===== src/rtl/nixie_pkg.sv =====
// Shared definitions for the nixie/seven-segment scan controller.
package nixie_pkg;

    // Width of one packed digit value
    localparam int VAL_W = 3;

    // Segment pattern with every segment off (active-low)
    localparam logic [6:0] SEG_BLANK = 7'b1111111;

    // Scan FSM: all digits dark, or one digit lit
    typedef enum logic {
        BLANK = 1'b0,
        SHOW  = 1'b1
    } scan_state_t;

    // Larger of two integers, used to size the shared duration counter
    function automatic int max_int(input int a, input int b);
        return (a > b) ? a : b;
    endfunction

endpackage


===== src/rtl/nixie_seg_decode.sv =====
// Combinational 3-bit value to active-low seven-segment pattern {g,f,e,d,c,b,a}.
module nixie_seg_decode
    import nixie_pkg::*;
(
    input  logic [VAL_W-1:0] val,
    output logic [6:0]       seg
);

    // Fixed glyph table for values 0..7
    always_comb begin
        seg = SEG_BLANK;
        case (val)
            3'd0:    seg = 7'b1000000;
            3'd1:    seg = 7'b1111001;
            3'd2:    seg = 7'b0100100;
            3'd3:    seg = 7'b0110000;
            3'd4:    seg = 7'b0011001;
            3'd5:    seg = 7'b0010010;
            3'd6:    seg = 7'b0000010;
            3'd7:    seg = 7'b1111000;
            default: seg = SEG_BLANK;
        endcase
    end

endmodule


===== src/rtl/nixie_scan_ctrl.sv =====
// Time-multiplexed scan controller for the front-panel seven-segment display.
// One decoder is shared across DIGITS positions; a BLANK gap separates every
// lit slot. New values are staged on load and copied to the displayed
// (shadow) set only at the frame boundary, so a frame never shows a mix.
// Optional blinking is built when the macro NIXIE_BLINK_EN is defined.
module nixie_scan_ctrl
    import nixie_pkg::*;
#(
    parameter int DIGITS       = 4,
    parameter int SCAN_DIV     = 50000,
    parameter int BLANK_CYC    = 8,
    parameter int BLINK_FRAMES = 32
) (
    input  logic                    clk,
    input  logic                    rst,
    input  logic                    load,
    input  logic [VAL_W*DIGITS-1:0] digit_val,
    input  logic [DIGITS-1:0]       digit_en,
    input  logic [DIGITS-1:0]       blink_mask,
    output logic [6:0]              seg,
    output logic [DIGITS-1:0]       an,
    output logic                    frame_done
);

    localparam int CNT_MAX = max_int(SCAN_DIV, BLANK_CYC);
    localparam int CNT_W   = (CNT_MAX > 1) ? $clog2(CNT_MAX) : 1;
    localparam int SLOT_W  = (DIGITS > 1) ? $clog2(DIGITS) : 1;

    localparam logic [CNT_W-1:0]  SHOW_LAST  = CNT_W'(SCAN_DIV - 1);
    localparam logic [CNT_W-1:0]  BLANK_LAST = CNT_W'(BLANK_CYC - 1);
    localparam logic [SLOT_W-1:0] SLOT_LAST  = SLOT_W'(DIGITS - 1);

    scan_state_t               state_q, state_d;
    logic [SLOT_W-1:0]         slot_q, slot_d;
    logic [CNT_W-1:0]          cnt_q, cnt_d;
    logic [VAL_W*DIGITS-1:0]   stage_val_q, stage_val_d;
    logic [DIGITS-1:0]         stage_en_q, stage_en_d;
    logic [VAL_W*DIGITS-1:0]   shadow_val_q, shadow_val_d;
    logic [DIGITS-1:0]         shadow_en_q, shadow_en_d;
    logic [6:0]                seg_q, seg_d;
    logic [DIGITS-1:0]         an_q, an_d;
    logic                      frame_done_q, frame_done_d;
    logic                      frame_edge;
    logic                      blink_hide;

    // Per-digit view of the displayed values so the current slot can be selected
    logic [VAL_W-1:0] shadow_digit [DIGITS];
    logic [VAL_W-1:0] cur_val;
    logic [6:0]       cur_seg;

    for (genvar gi = 0; gi < DIGITS; gi++) begin : g_unpack
        assign shadow_digit[gi] = shadow_val_q[gi*VAL_W +: VAL_W];
    end

    assign cur_val = shadow_digit[slot_q];

    nixie_seg_decode u_decode (
        .val (cur_val),
        .seg (cur_seg)
    );

`ifdef NIXIE_BLINK_EN
    localparam int FCNT_W = (BLINK_FRAMES > 1) ? $clog2(BLINK_FRAMES) : 1;
    localparam logic [FCNT_W-1:0] FCNT_LAST = FCNT_W'(BLINK_FRAMES - 1);

    logic [DIGITS-1:0] stage_mask_q, stage_mask_d;
    logic [DIGITS-1:0] shadow_mask_q, shadow_mask_d;
    logic [FCNT_W-1:0] fcnt_q, fcnt_d;
    logic              phase_q, phase_d;

    // Blink mask staging/shadowing and the frame counter that flips the phase
    always_comb begin
        stage_mask_d  = load ? blink_mask : stage_mask_q;
        shadow_mask_d = shadow_mask_q;
        fcnt_d        = fcnt_q;
        phase_d       = phase_q;
        if (frame_edge) begin
            shadow_mask_d = load ? blink_mask : stage_mask_q;
            if (fcnt_q == FCNT_LAST) begin
                fcnt_d  = '0;
                phase_d = ~phase_q;
            end else begin
                fcnt_d = fcnt_q + 1'b1;
            end
        end
    end

    assign blink_hide = phase_q & shadow_mask_q[slot_q];
`else
    // Without blinking the mask input has no effect
    logic unused_blink;
    assign unused_blink = (^blink_mask) ^ BLINK_FRAMES[0];
    assign blink_hide   = 1'b0;
`endif

    // Next-state, slot/counter sequencing, double-buffer update and output patterns
    always_comb begin
        state_d      = state_q;
        slot_d       = slot_q;
        cnt_d        = cnt_q;
        frame_edge   = 1'b0;
        stage_val_d  = load ? digit_val : stage_val_q;
        stage_en_d   = load ? digit_en  : stage_en_q;
        shadow_val_d = shadow_val_q;
        shadow_en_d  = shadow_en_q;

        case (state_q)
            BLANK: begin
                if (cnt_q == BLANK_LAST) begin
                    state_d = SHOW;
                    cnt_d   = '0;
                end else begin
                    cnt_d = cnt_q + 1'b1;
                end
            end
            SHOW: begin
                if (cnt_q == SHOW_LAST) begin
                    state_d = BLANK;
                    cnt_d   = '0;
                    if (slot_q == SLOT_LAST) begin
                        slot_d     = '0;
                        frame_edge = 1'b1;
                    end else begin
                        slot_d = slot_q + 1'b1;
                    end
                end else begin
                    cnt_d = cnt_q + 1'b1;
                end
            end
            default: begin
                state_d = BLANK;
                cnt_d   = '0;
            end
        endcase

        // A load on the boundary cycle bypasses staging so it shows immediately
        if (frame_edge) begin
            shadow_val_d = load ? digit_val : stage_val_q;
            shadow_en_d  = load ? digit_en  : stage_en_q;
        end

        frame_done_d = frame_edge;

        // Outputs follow the state being entered; shadow/slot are stable while SHOW
        seg_d = SEG_BLANK;
        an_d  = '1;
        if (state_d == SHOW && shadow_en_q[slot_q] && !blink_hide) begin
            seg_d         = cur_seg;
            an_d[slot_q]  = 1'b0;
        end
    end

    // All state and registered outputs
    always_ff @(posedge clk) begin
        if (rst) begin
            state_q      <= BLANK;
            slot_q       <= '0;
            cnt_q        <= '0;
            stage_val_q  <= '0;
            stage_en_q   <= '0;
            shadow_val_q <= '0;
            shadow_en_q  <= '0;
            seg_q        <= SEG_BLANK;
            an_q         <= '1;
            frame_done_q <= 1'b0;
`ifdef NIXIE_BLINK_EN
            stage_mask_q  <= '0;
            shadow_mask_q <= '0;
            fcnt_q        <= '0;
            phase_q       <= 1'b0;
`endif
        end else begin
            state_q      <= state_d;
            slot_q       <= slot_d;
            cnt_q        <= cnt_d;
            stage_val_q  <= stage_val_d;
            stage_en_q   <= stage_en_d;
            shadow_val_q <= shadow_val_d;
            shadow_en_q  <= shadow_en_d;
            seg_q        <= seg_d;
            an_q         <= an_d;
            frame_done_q <= frame_done_d;
`ifdef NIXIE_BLINK_EN
            stage_mask_q  <= stage_mask_d;
            shadow_mask_q <= shadow_mask_d;
            fcnt_q        <= fcnt_d;
            phase_q       <= phase_d;
`endif
        end
    end

    assign seg        = seg_q;
    assign an         = an_q;
    assign frame_done = frame_done_q;

endmodule


===== config.mk =====
export PLATFORM = sky130hd
export DESIGN_NAME = nixie_scan_ctrl
export DESIGN_NICKNAME = d
export VERILOG_FILES = /design/src/rtl/nixie_pkg.sv /design/src/rtl/nixie_seg_decode.sv /design/src/rtl/nixie_scan_ctrl.sv
export SDC_FILE = /design/constraint.sdc
export NUM_CORES = 1
export LEC_CHECK = 0
export ABC_AREA = 1
export BUFFER_PORTS_ARGS = -buffer_cell sky130_fd_sc_hd__buf_2
export CELL_PAD_IN_SITES_DETAIL_PLACEMENT = 0
export CELL_PAD_IN_SITES_GLOBAL_PLACEMENT = 2
export CORE_ASPECT_RATIO = 0.6
export CORE_MARGIN = 2
export CORE_UTILIZATION = 35
export DETAILED_ROUTE_END_ITERATION = 8
export PLACE_DENSITY = 0.9
export RECOVER_POWER = 50
export SLEW_MARGIN = 20
export SYNTH_ARGS = -nofsm -noshare
export SYNTH_HDL_FRONTEND = slang
export SYNTH_SLANG_ARGS = --single-unit

===== constraint.sdc =====
create_clock -name clk -period 2.5 [get_ports clk]
set_clock_uncertainty 0.2 [all_clocks]
set_input_delay 0.25 -clock clk [delete_from_list [all_inputs] [get_ports clk]]
set_output_delay 0.25 -clock clk [all_outputs]
set_load 0.005 [all_outputs]

==> results.json <==
{
  "outcome": "finished clean",
  "timing.fmax_ghz": 0.470,
  "place_congestion": 0.792,
  "clkTransAtPathRegs_ns": 0.05,
  "synthesized_area_um2": 2870,
  "postLayoutCoreUtil_pct": 42.4,
  "n_antenna_cell": 0,
  "finalWirelength_um": 6160,
  "fillerInstances": 856,
  "synth_instances": 401,
  "worstSetupPathDepth": 7,
  "port-buffer-count": 30,
  "postSynthAreaPerCell_um2": 7.16,
  "setup_tns_final_ns": 0,
  "grt_overflow": 0,
  "hold_violations": 0,
  "layout.cells.most_common_list": "sky130_fd_sc_hd__nand2_1, sky130_fd_sc_hd__dfxtp_1, sky130_fd_sc_hd__nor2_1, sky130_fd_sc_hd__inv_1, sky130_fd_sc_hd__nand3_1",
  "grt.total_usage_pct": 15.7,
  "seq_area_frac_synth_pct": 43.9,
  "die_h_um": 74.1,
  "clock_tree.htree_level_count": 3,
  "layout.cells.most_common": "sky130_fd_sc_hd__nand2_1",
  "detailed_place_hpwl_um": 4510,
  "period_needed_ns": 2.13,
  "cts.sink_count": 63,
  "clock_insertion_delay_worst_skew_ns": 0.32,
  "worst_r2r_startpoint": "cnt_q[0]",
  "pre_cts_slack_ns": 0.278,
  "die_x_um": 121,
  "numCtsBuffers": 9,
  "required_time_reported_for_the_critical_path_endpoint_ns": 2.46,
  "syn_nets": 434,
  "cts_root_buffer_type": "sky130_fd_sc_hd__clkbuf_16",
  "grt_antenna_before_repair": 0,
  "io_pins": 35,
  "ys_ff_latch": 63,
  "cts_resized": 0,
  "cts.repair_timing.setup_buffer_count": 0,
  "grt_start_max_net_pins": 33,
  "initial_utilization_pct": 36.3,
  "timing_worst_slew_pin_value_ns": 1.08,
  "setup.reg_to_reg.worst_slack_ns": 0.37,
  "path_max_fanout": 12,
  "crit_start": "cnt_q[0]",
  "grt_pass1_wl_um": 10900,
  "p_leak_nw": 1.59,
  "ir_worst_vdd_v": 0.000410,
  "drc": 0,
  "arrival_time_worst_endpoint_ns": 2.09,
  "path_cells": "ha_1, nand3_2, nor2_1, nand3_1, nand2_1, nor2_1, nand3_1",
  "timing.critical_path.from_type": "flop",
  "finalNetCount": 466,
  "routed_wire_length_per_instance_um": 11.3,
  "period_utilization_post_route_pct": 85.1,
  "post_synth_num_cell_types": 24,
  "reg2reg_depth": 7,
  "placeable_core_area_um2": 7910,
  "layout-area-overhead-vs-synth_pct": 17.0,
  "setup_viol": 0,
  "post-route-worst-setup-slack_ns": 0.374,
  "report.final.slew_viol_count": 0,
  "worst_hold_path_type": "in -> reg",
  "drt_first_pass_iters": 4,
  "crit_type": "reg -> reg",
  "worst_path_largest_cell_delay_ns": 0.54,
  "via_count": 2416,
  "vias_per_cell": 4.44,
  "clock_tree.buffer_depth": 2,
  "worst_setup_path_endpoint": "seg[1]",
  "rsz0062_at_grt": "false",
  "worstSetupEndpointType": "flop",
  "critical_path.reg2reg.endpoint": "seg[1]",
  "cts.hold.buffers_added": 0,
  "drtAntennaViolNets": 0,
  "maximum_capacitance_violations": 0,
  "rows": 25,
  "path_buf_inv": 0,
  "maxSlewHeadroom_pct": 27.9,
  "power-per-cell-area_nw_per_um2": 665,
  "crit_slowest_cell": "sky130_fd_sc_hd__nor2_1",
  "clock_tree_from_tritoncts": "yes",
  "final_layout_size_suffix_gt1_share_pct": 9.63,
  "critical_path.top_delay_family": "simple AND/OR/NAND/NOR gates",
  "synth-warning-count": 0,
  "grt_pass1_vias": 2415,
  "design.die.area_um2": 8960,
  "drt_iter0_markers": 132
}
[synth_stat cells]
| master | instances | area share (%) |
|---|---|---|
| sky130_fd_sc_hd__nor3_1 | 8 | 1.4 |
| sky130_fd_sc_hd__a21oi_1 | 5 | 0.87 |
| sky130_fd_sc_hd__nand3b_1 | 6 | 1.6 |
| sky130_fd_sc_hd__buf_4 | 1 | 0.26 |
| sky130_fd_sc_hd__nand3_2 | 2 | 0.70 |
| sky130_fd_sc_hd__clkbuf_1 | 6 | 0.78 |
| sky130_fd_sc_hd__ha_1 | 10 | 4.4 |
| sky130_fd_sc_hd__buf_1 | 1 | 0.13 |
| sky130_fd_sc_hd__o21ai_0 | 23 | 4.0 |
| sky130_fd_sc_hd__nand4_1 | 3 | 0.65 |
| sky130_fd_sc_hd__nand3_1 | 37 | 6.5 |
| sky130_fd_sc_hd__nor2_4 | 1 | 0.39 |
| sky130_fd_sc_hd__buf_6 | 2 | 0.78 |
| sky130_fd_sc_hd__nor2_2 | 2 | 0.44 |
| sky130_fd_sc_hd__inv_1 | 55 | 7.2 |
| sky130_fd_sc_hd__inv_2 | 1 | 0.13 |
| sky130_fd_sc_hd__buf_2 | 3 | 0.52 |
| sky130_fd_sc_hd__nand4_4 | 1 | 0.74 |
| sky130_fd_sc_hd__dfxtp_1 | 63 | 44 |
| sky130_fd_sc_hd__nand2_1 | 102 | 13 |
| sky130_fd_sc_hd__nor2_1 | 58 | 7.6 |
| sky130_fd_sc_hd__xnor2_1 | 1 | 0.31 |
| sky130_fd_sc_hd__xor2_1 | 9 | 2.7 |
| sky130_fd_sc_hd__nor2_8 | 1 | 0.70 |
[metal layers]
metal	vias to the layer above	track usage, %	routed length, um
met5	-	0	0
met4	0	6.33	79
met3	7	5.90	212
met2	30	23.8	2530
met1	1074	20.5	3340
li1	1305	-	-
[metrics by stage]
step / cell area [um^2] / total power, mW / hold slack [ns] / cells
2_1_floorplan: 2870 / 1.11 / 0.243 / 401
6_report: 3360 / 2.23 / 0.0863 / 544
4_1_cts: 3380 / 2.28 / 0.0795 / 544
3_5_place_dp: 3110 / 1.15 / 0.264 / 530
5_1_grt: 3360 / 2.33 / 0.107 / 544
3_3_place_gp: 3110 / 1.15 / 0.263 / 530
[how the worst min path moves through the flow]
stage	from	end	slack (ns)	depth (start not counted)
floorplan	load	stage_en_q[0]	0.24	2
global placement	shadow_en_q[1]	shadow_en_q[1]	0.26	2
detailed placement	shadow_val_q[8]	shadow_val_q[8]	0.26	2
CTS	digit_val[3]	stage_val_q[3]	0.08	5
global route	digit_en[3]	stage_en_q[3]	0.11	5
finish	digit_val[3]	stage_val_q[3]	0.09	5
[cells by family (layout without fill, tap and decap cells)]
| family | after synthesis | in the layout | synth area share, % |
|---|---|---|---|
| XOR/XNOR | 10 | 10 | 3.05 |
| AND/OR/NAND/NOR | 221 | 221 | 34.0 |
| AO/OA/AOI/OAI | 28 | 28 | 4.88 |
| adder cells (fa/ha/maj) | 10 | 10 | 4.36 |
| buffers and inverters | 69 | 104 | 9.81 |
| flip-flops | 63 | 63 | 43.9 |
[worst register-to-register path: stages (launching register included)]
cell and delay (ns):
sky130_fd_sc_hd__dfxtp_1 0.31, sky130_fd_sc_hd__ha_1 0.24, sky130_fd_sc_hd__nand3_2 0.12, sky130_fd_sc_hd__nor2_1 0.09
sky130_fd_sc_hd__nand3_1 0.22, sky130_fd_sc_hd__nand2_1 0.08, sky130_fd_sc_hd__nor2_1 0.54, sky130_fd_sc_hd__nand3_1 0.16
[cell type report]
cell class	instances	area, um^2	area share, %
clock inverters	1	5.00	0.149
flip-flops and latches	63	1260	37.6
clock buffers	13	260	7.75
inverters	56	210	6.26
repair buffers	34	166	4.96
well taps	108	135	4.02
multi-input cells	269	1320	39.3
[report_power, final]
group          switching, mW  leakage (nW)  internal [mW]  total, mW
clock network          0.397         0.132          0.711       1.11
logic                 0.0582         0.949         0.0333     0.0916
registers            0.00634         0.513           1.03       1.03
[flip-flops by register name (all words and copies together) (netlist names)]
| register | count |
|---|---|
| seg | 7 |
| an | 4 |
| frame_done | 1 |
| shadow_en_q | 4 |
| cnt_q | 16 |
| stage_en_q | 4 |
| slot_q | 2 |
| stage_val_q | 12 |
| shadow_val_q | 12 |
| state_q | 1 |
Power figures use the tool's default switching activity.
